File: config.mk
export PLATFORM = sky130hd
export DESIGN_NAME = uart_tx_serializer
export DESIGN_NICKNAME = d
export VERILOG_FILES = /design/src/rtl/uart_tx_serializer_pkg.sv /design/src/rtl/uart_tx_prefetch.sv /design/src/rtl/uart_tx_serializer.sv
export SDC_FILE = /design/constraint.sdc
export NUM_CORES = 1
export LEC_CHECK = 0
export CORE_MARGIN = 3
export CORE_UTILIZATION = 45
export DETAILED_ROUTE_END_ITERATION = 8
export PLACE_DENSITY = 0.68
export SLEW_MARGIN = 40
export SYNTH_ARGS = -nofsm -noshare
export SYNTH_HDL_FRONTEND = slang
export SYNTH_HIERARCHICAL = 1
export SYNTH_SLANG_ARGS = --single-unit
File: constraint.sdc
create_clock -name clk -period 2.5 [get_ports clk]
set_clock_uncertainty 0.05 [all_clocks]
set_input_delay 0.5 -clock clk [delete_from_list [all_inputs] [get_ports clk]]
set_output_delay 0.5 -clock clk [all_outputs]
set_load 0.02 [all_outputs]
File: src/rtl/uart_tx_serializer_pkg.sv
// Shared definitions for the UART transmit path: the one-hot serializer
// state encoding (identical to the RX FSM encoding), the parity method
// encoding and small bit-selection / parity helpers.
package uart_tx_serializer_pkg;

  localparam int DATA_BITS = 8;

  typedef enum logic [4:0] {
    ST_INTERVAL  = 5'b0_0001,
    ST_STARTBIT  = 5'b0_0010,
    ST_DATABITS  = 5'b0_0100,
    ST_PARITYBIT = 5'b0_1000,
    ST_STOPBIT   = 5'b1_0000
  } txState_e;

  localparam logic PARITY_EVEN = 1'b0;
  localparam logic PARITY_ODD  = 1'b1;

  // Picks data bit number idx in transmission order (bit0 first, or bit7 first).
  function automatic logic selectBit(input logic [7:0] data, input logic [2:0] idx,
                                     input logic bigEnd);
    logic [2:0] pos;
    pos = bigEnd ? (3'd7 - idx) : idx;
    return data[pos];
  endfunction

  // Parity bit that makes the total count of ones even or odd.
  function automatic logic parityBit(input logic [7:0] data, input logic method);
    return (method == PARITY_ODD) ? ~(^data) : (^data);
  endfunction

endpackage

File: src/rtl/uart_tx_prefetch.sv
// One-byte prefetch stage between the TX FIFO and the serializer. Issues a
// single-cycle active-low read strobe whenever the holding register is empty,
// captures the FIFO data two clocks later and flags it valid until the
// serializer takes it.
module uart_tx_prefetch
  import uart_tx_serializer_pkg::*;
(
  input  logic       clk,
  input  logic       rst,
  input  logic       p_Enable_i,
  input  logic       p_Empty_i,
  input  logic [7:0] Data_i,
  input  logic       take_i,
  output logic       n_Rd_o,
  output logic       holdValid_o,
  output logic [7:0] holdData_o
);

  logic       nRd_q, nRd_d;
  logic       capture_q, capture_d;
  logic       holdValid_q, holdValid_d;
  logic [7:0] holdData_q, holdData_d;
  logic       fetchPending;

  // A fetch is in flight from the strobe cycle until the data has been captured.
  assign fetchPending = ~nRd_q | capture_q;

  // Decide the next read strobe, the capture slot and the holding register contents.
  always_comb begin
    nRd_d       = 1'b1;
    capture_d   = ~nRd_q;
    holdValid_d = holdValid_q;
    holdData_d  = holdData_q;
    if (!holdValid_q && !fetchPending && p_Enable_i && !p_Empty_i) begin
      nRd_d = 1'b0;
    end
    if (capture_q) begin
      holdData_d  = Data_i;
      holdValid_d = 1'b1;
    end else if (take_i) begin
      holdValid_d = 1'b0;
    end
  end

  // Prefetch registers; reset leaves the holding register empty and the strobe idle.
  always_ff @(posedge clk or posedge rst) begin
    if (rst) begin
      nRd_q       <= 1'b1;
      capture_q   <= 1'b0;
      holdValid_q <= 1'b0;
      holdData_q  <= '0;
    end else begin
      nRd_q       <= nRd_d;
      capture_q   <= capture_d;
      holdValid_q <= holdValid_d;
      holdData_q  <= holdData_d;
    end
  end

  assign n_Rd_o      = nRd_q;
  assign holdValid_o = holdValid_q;
  assign holdData_o  = holdData_q;

endmodule

File: src/rtl/uart_tx_serializer.sv
// UART transmit serializer: takes bytes from the prefetch holding register and
// shifts them onto the tx wire as start, 8 data, optional parity and 1 or 2
// stop bits, advancing only on baud strobes. Frame options are captured when
// the start bit begins so a byte is never sent with mixed settings.
module uart_tx_serializer
  import uart_tx_serializer_pkg::*;
#(
  parameter int STOP_BITS = 1
) (
  input  logic       clk,
  input  logic       rst,
  input  logic       p_Enable_i,
  input  logic [7:0] Data_i,
  input  logic       p_Empty_i,
  output logic       n_Rd_o,
  input  logic       p_ParityEnable_i,
  input  logic       p_BigEnd_i,
  input  logic       ParityMethod_i,
  input  logic       BaudSig_i,
  output logic       Tx_o,
  output logic [4:0] State_o,
  output logic [3:0] BitCounter_o,
  output logic       p_Busy_o,
  output logic       p_ByteSent_o
);

  // Index of the final stop-bit strobe; anything other than 2 stop bits means 1.
  localparam logic LAST_STOP = (STOP_BITS == 2) ? 1'b1 : 1'b0;

  txState_e   state_q, state_d;
  logic       tx_q, tx_d;
  logic [7:0] data_q, data_d;
  logic [3:0] bitCnt_q, bitCnt_d;
  logic       parity_q, parity_d;
  logic       bigEnd_q, bigEnd_d;
  logic       parEn_q, parEn_d;
  logic       stopCnt_q, stopCnt_d;
  logic       byteSent_q, byteSent_d;

  logic       holdValid;
  logic [7:0] holdData;
  logic       canStart;
  logic       lastStop;
  logic       take;

  assign canStart = holdValid & p_Enable_i;
  assign lastStop = (state_q == ST_STOPBIT) && (stopCnt_q == LAST_STOP);
  assign take     = BaudSig_i & canStart & ((state_q == ST_INTERVAL) | lastStop);

  uart_tx_prefetch u_prefetch (
    .clk         (clk),
    .rst         (rst),
    .p_Enable_i  (p_Enable_i),
    .p_Empty_i   (p_Empty_i),
    .Data_i      (Data_i),
    .take_i      (take),
    .n_Rd_o      (n_Rd_o),
    .holdValid_o (holdValid),
    .holdData_o  (holdData)
  );

  // Serializer next state: every change of state and line level waits for a baud strobe.
  always_comb begin
    state_d    = state_q;
    tx_d       = tx_q;
    data_d     = data_q;
    bitCnt_d   = bitCnt_q;
    parity_d   = parity_q;
    bigEnd_d   = bigEnd_q;
    parEn_d    = parEn_q;
    stopCnt_d  = stopCnt_q;
    byteSent_d = 1'b0;
    if (BaudSig_i) begin
      unique case (state_q)
        ST_INTERVAL: begin
          if (canStart) begin
            state_d  = ST_STARTBIT;
            tx_d     = 1'b0;
            data_d   = holdData;
            parity_d = parityBit(holdData, ParityMethod_i);
            bigEnd_d = p_BigEnd_i;
            parEn_d  = p_ParityEnable_i;
            bitCnt_d = '0;
          end
        end
        ST_STARTBIT: begin
          state_d  = ST_DATABITS;
          tx_d     = selectBit(data_q, 3'd0, bigEnd_q);
          bitCnt_d = '0;
        end
        ST_DATABITS: begin
          if (bitCnt_q == 4'(DATA_BITS - 1)) begin
            bitCnt_d = '0;
            if (parEn_q) begin
              state_d = ST_PARITYBIT;
              tx_d    = parity_q;
            end else begin
              state_d   = ST_STOPBIT;
              tx_d      = 1'b1;
              stopCnt_d = 1'b0;
            end
          end else begin
            bitCnt_d = bitCnt_q + 4'd1;
            tx_d     = selectBit(data_q, bitCnt_q[2:0] + 3'd1, bigEnd_q);
          end
        end
        ST_PARITYBIT: begin
          state_d   = ST_STOPBIT;
          tx_d      = 1'b1;
          stopCnt_d = 1'b0;
        end
        ST_STOPBIT: begin
          if (lastStop) begin
            byteSent_d = 1'b1;
            if (canStart) begin
              state_d  = ST_STARTBIT;
              tx_d     = 1'b0;
              data_d   = holdData;
              parity_d = parityBit(holdData, ParityMethod_i);
              bigEnd_d = p_BigEnd_i;
              parEn_d  = p_ParityEnable_i;
              bitCnt_d = '0;
            end else begin
              state_d = ST_INTERVAL;
              tx_d    = 1'b1;
            end
          end else begin
            stopCnt_d = stopCnt_q + 1'b1;
          end
        end
        default: begin
          state_d  = ST_INTERVAL;
          tx_d     = 1'b1;
          bitCnt_d = '0;
        end
      endcase
    end
  end

  // Serializer registers; reset aborts any byte and returns the line high at once.
  always_ff @(posedge clk or posedge rst) begin
    if (rst) begin
      state_q    <= ST_INTERVAL;
      tx_q       <= 1'b1;
      data_q     <= '0;
      bitCnt_q   <= '0;
      parity_q   <= 1'b0;
      bigEnd_q   <= 1'b0;
      parEn_q    <= 1'b0;
      stopCnt_q  <= 1'b0;
      byteSent_q <= 1'b0;
    end else begin
      state_q    <= state_d;
      tx_q       <= tx_d;
      data_q     <= data_d;
      bitCnt_q   <= bitCnt_d;
      parity_q   <= parity_d;
      bigEnd_q   <= bigEnd_d;
      parEn_q    <= parEn_d;
      stopCnt_q  <= stopCnt_d;
      byteSent_q <= byteSent_d;
    end
  end

  assign Tx_o         = tx_q;
  assign State_o      = state_q;
  assign BitCounter_o = bitCnt_q;
  assign p_Busy_o     = (state_q != ST_INTERVAL);
  assign p_ByteSent_o = byteSent_q;

endmodule

==> flow_metrics.py, run 1 <==
metrics = {
    "final_layout": {
        "mostFrequentLayoutCells": "31 x dfrtp_1, 28 x clkdlybuf4s50_1, 14 x mux2_2",
        "fin_util_pct": 57.7,
        "register_area_sq_um": 855,
        "final_cell_area_sq_um": 2340,
        "nFillCells": 342,
        "multi_input_area_sq_um": 987,
        "fin_nets": 217,
        "diodes": 0,
        "drive_gt1_share_pct": 26.4,
        "final_common_cell": "dfrtp_1",
        "area_delta_synth_final_pct": 21.3,
    },
    "logic_synthesis": {
        "yosysUniqueCellTypes": 51,
        "synth-async-reset-ratio_pct": 100,
        "ys.flop_type": "dfrtp_1",
        "syn_inst": 168,
        "synth-seq-cells": 34,
        "synth_seq_area_share_pct": 44.3,
        "syn_area_per_cell_sq_um": 11.5,
        "synth_enable_flop_cells": 0,
        "ys_warn_count": 6,
        "syn_nets": 185,
        "syn_area_sq_um": 1930,
    },
    "power": {
        "comb_power_share_pct": 48.1,
        "p_leak_uw": 0.00101,
        "clkPwrFrac_pct": 15.3,
        "vdd_drop_max_v": 0.000651,
        "p_switching_uw": 1030,
        "sw_frac_of_total_pct": 37.2,
        "p_int_uw": 1730,
        "p_seq_share_pct": 36.6,
        "p_per_area_nw_per_um2": 1180,
    },
    "detailed_routing": {
        "via_count": 1392,
        "viasPerCell": 5.55,
        "post_drt_wl_per_cell_um": 14.6,
        "drc": 0,
        "ant_nets": 0,
        "first_iter_violations": 97,
        "routed_wl_um": 3670,
        "met3_length_um": 174,
        "first_pass_iters": 4,
        "wl_met2_um": 1700,
        "met1_length_um": 1740,
        "dr.max_layer_used": "met4",
    },
    "die": {
        "design.core.area_sq_um": 4060,
        "rows": 23,
        "fp.dieH_um": 71.5,
        "dieArea_sq_um": 5110,
        "boundaryPins": 29,
        "fp.dieW_um": 71.5,
        "start_util_pct": 47.5,
    },
    "sta": {
        "fin_crit_sh_pct": 95.1,
        "slew_headroom_pct": 69.8,
        "setup_violations": 0,
        "max_freq_mhz": 421,
        "hold_viol": 0,
        "setup_ws_ns": 0.122,
        "rsz0062_at_grt": "false",
        "worstMarginPinSlew_ns": 0.453,
        "fin_tns_setup_ns": 0,
        "worst_hold_slack_ns": 0.401,
        "fin_crit_ns": 2.38,
        "finalMaxSlewViolations": 0,
    },
    "global_route": {
        "grt_pass1_vias": 1322,
        "grt_max_degree": 24,
        "track_usage_pct": 16.1,
        "antenna_found_initial": 0,
        "grt_pass1_wl_um": 6400,
        "overflow": 0,
    },
    "critical_path": {
        "rrSetupSlack_ns": 0.44,
        "cp-endpoint": "p_Busy_o",
        "endpoint_kind": "primary output",
        "startpoint_type": "flop",
        "cp.arrival_ns": 1.83,
        "crit_required_ns": 1.95,
        "cp_max_fo": 11,
        "rr_startpoint": "BitCounter_o[1]$_DFFE_PP0P_",
        "cp-startpoint": "State_o[2]$_DFFE_PP0P_",
        "reg2reg_depth": 6,
        "setup.worst_path.class": "flop to primary output",
        "rr_endpoint": "Tx_o$_DFFE_PP1P_",
    },
    "clock_tree": {
        "clockRootBuffer": "clkbuf_8",
        "cts-htree-levels": 2,
        "cts_buffer_depth": 2,
        "tritoncts": "yes",
        "cts.sinks": 34,
        "clk_pin_slew_ns": 0.07,
        "worstSkewPairLatency_ns": 0.29,
        "numCtsBuffers": 5,
    },
    "placement": {
        "dpl-instance-area_sq_um": 2230,
        "dp_hpwl_um": 2720,
        "gp_congestion": 0.832,
        "place_ws_ns": 0.333,
        "io_buffers": 28,
    },
    "min_path": {
        "worst_hold_path_type": "flop to flop",
        "min_from": "u_prefetch/n_Rd_o$_DFF_PP1_",
        "min_path_cells": 1,
    },
    "run_status": {
        "run_status": "finished clean",
    },
    "job": {
        "max_cap_viol_count": 0,
    },
}
==> power by group through the flow <==
stage          registers, uW  logic, uW  clock network (uW)
2_1_floorplan            979       1030                   0
3_3_place_gp            1020       1250                   0
3_5_place_dp            1040       1270                   0
4_1_cts                 1030       1280                 430
5_1_grt                 1050       1460                 462
6_report                1010       1330                 422
==> worst min-delay path by stage <==
stage,endpoint,slack [ns]
final,u_prefetch/capture_q$_DFF_PP0_,0.40
after CTS,u_prefetch/capture_q$_DFF_PP0_,0.40
after floorplan,u_prefetch/capture_q$_DFF_PP0_,0.30
after global placement,u_prefetch/capture_q$_DFF_PP0_,0.38
after detailed placement,u_prefetch/capture_q$_DFF_PP0_,0.38
after global routing,u_prefetch/capture_q$_DFF_PP0_,0.44
==> cell families after synthesis <==
logic type	count (synthesis)	synth area share, %
AO/OA/AOI/OAI	33	12.1
XOR/XNOR	12	5.45
adder cells (fa/ha/maj)	1	0.649
buffers and inverters	15	4.80
flip-flops	34	44.3
multiplexers	26	16.7
AND/OR/NAND/NOR	47	15.9
==> metal layers <==
| metal | global-route usage, % | vias up |
|---|---|---|
| met2 | 24.5 | 34 |
| met5 | 0 | - |
| met4 | 5.64 | 0 |
| met3 | 4.21 | 7 |
| li1 | - | 681 |
| met1 | 22.2 | 670 |
==> metrics by stage <==
stage | cells | total power [uW]
after floorplan | 168 | 2010
after global placement | 241 | 2270
after detailed placement | 241 | 2310
after CTS | 249 | 2740
after global routing | 251 | 2970
final | 251 | 2760
==> cells in the mapped netlist, drive strengths merged (2+ instances only) <==
| cell | count | share of area, % |
|---|---|---|
| dfrtp | 31 | 40 |
| mux2 | 23 | 15 |
| nand2 | 8 | 1.8 |
| nor2 | 8 | 1.9 |
| o21ai | 8 | 2.3 |
| xnor2 | 8 | 3.6 |
| buf | 7 | 3.2 |
| inv | 7 | 1.4 |
| nand3 | 5 | 1.3 |
| o31ai | 5 | 1.9 |
| nor3 | 4 | 1.6 |
| xor2 | 4 | 1.8 |
| a21o | 3 | 1.3 |
| a21oi | 3 | 0.78 |
| a31oi | 3 | 0.97 |
| dfstp | 3 | 4.1 |
| mux2i | 3 | 1.6 |
| nand2b | 3 | 0.97 |
| nand3b | 3 | 1.2 |
| nand4 | 3 | 1.6 |
| nor4 | 3 | 0.97 |
| nor2b | 2 | 0.65 |
| nor3b | 2 | 1.0 |
| or3b | 2 | 0.91 |
| or4 | 2 | 0.97 |
==> state kept, by name (all words and copies together), names as in the netlist <==
name and count:
State_o 5, u_prefetch/n_Rd_o 1, stopCnt_q 1, u_prefetch/holdValid_o 1
Tx_o 1, bigEnd_q 1, u_prefetch/capture_q 1, p_ByteSent_o 1
parEn_q 1, u_prefetch/holdData_o 8, BitCounter_o 4, data_q 8
parity_q 1
==> area by class of cell <==
type / count / area share, %
inverter: 7 / 1.12
multi-input combinational: 119 / 42.2
sequential: 34 / 36.5
clock buffer: 7 / 3.69
timing repair buffer: 33 / 13.6
clock inverter: 1 / 0.214
tap: 50 / 2.67
==> worst max-delay path, stage by stage, from the launching register on <==
cell	delay, ns
dfrtp_1	0.54
nor3b_4	0.33
nand2_2	0.12
clkdlybuf4s50_1	0.55
==> what timing repair did <==
| action | CTS | global route |
|---|---|---|
| gates resized for setup | 0 | 1 |
| setup endpoints to repair | 0 | 1 |
| hold buffers | 0 | 0 |
| setup buffers | 0 | 2 |
Note: power is estimated with default switching activity, not from simulation.
==> run 2, diff against run 1 <==
- clock period: 2.5 -> 2.54 ns (I/O delays scaled with it)
==> results of run 2 <==
Same layout as run 1 (identical final DEF). Status: finished clean.
Main changes from that run: setup slack after placement 0.333 ns -> 0.365 ns; setup slack after layout 0.122 ns -> 0.154 ns; register-to-register setup slack 0.44 ns -> 0.48 ns; total power 2760 uW -> 2710 uW; worst IR drop on VDD 0.000651 V -> 0.000640 V
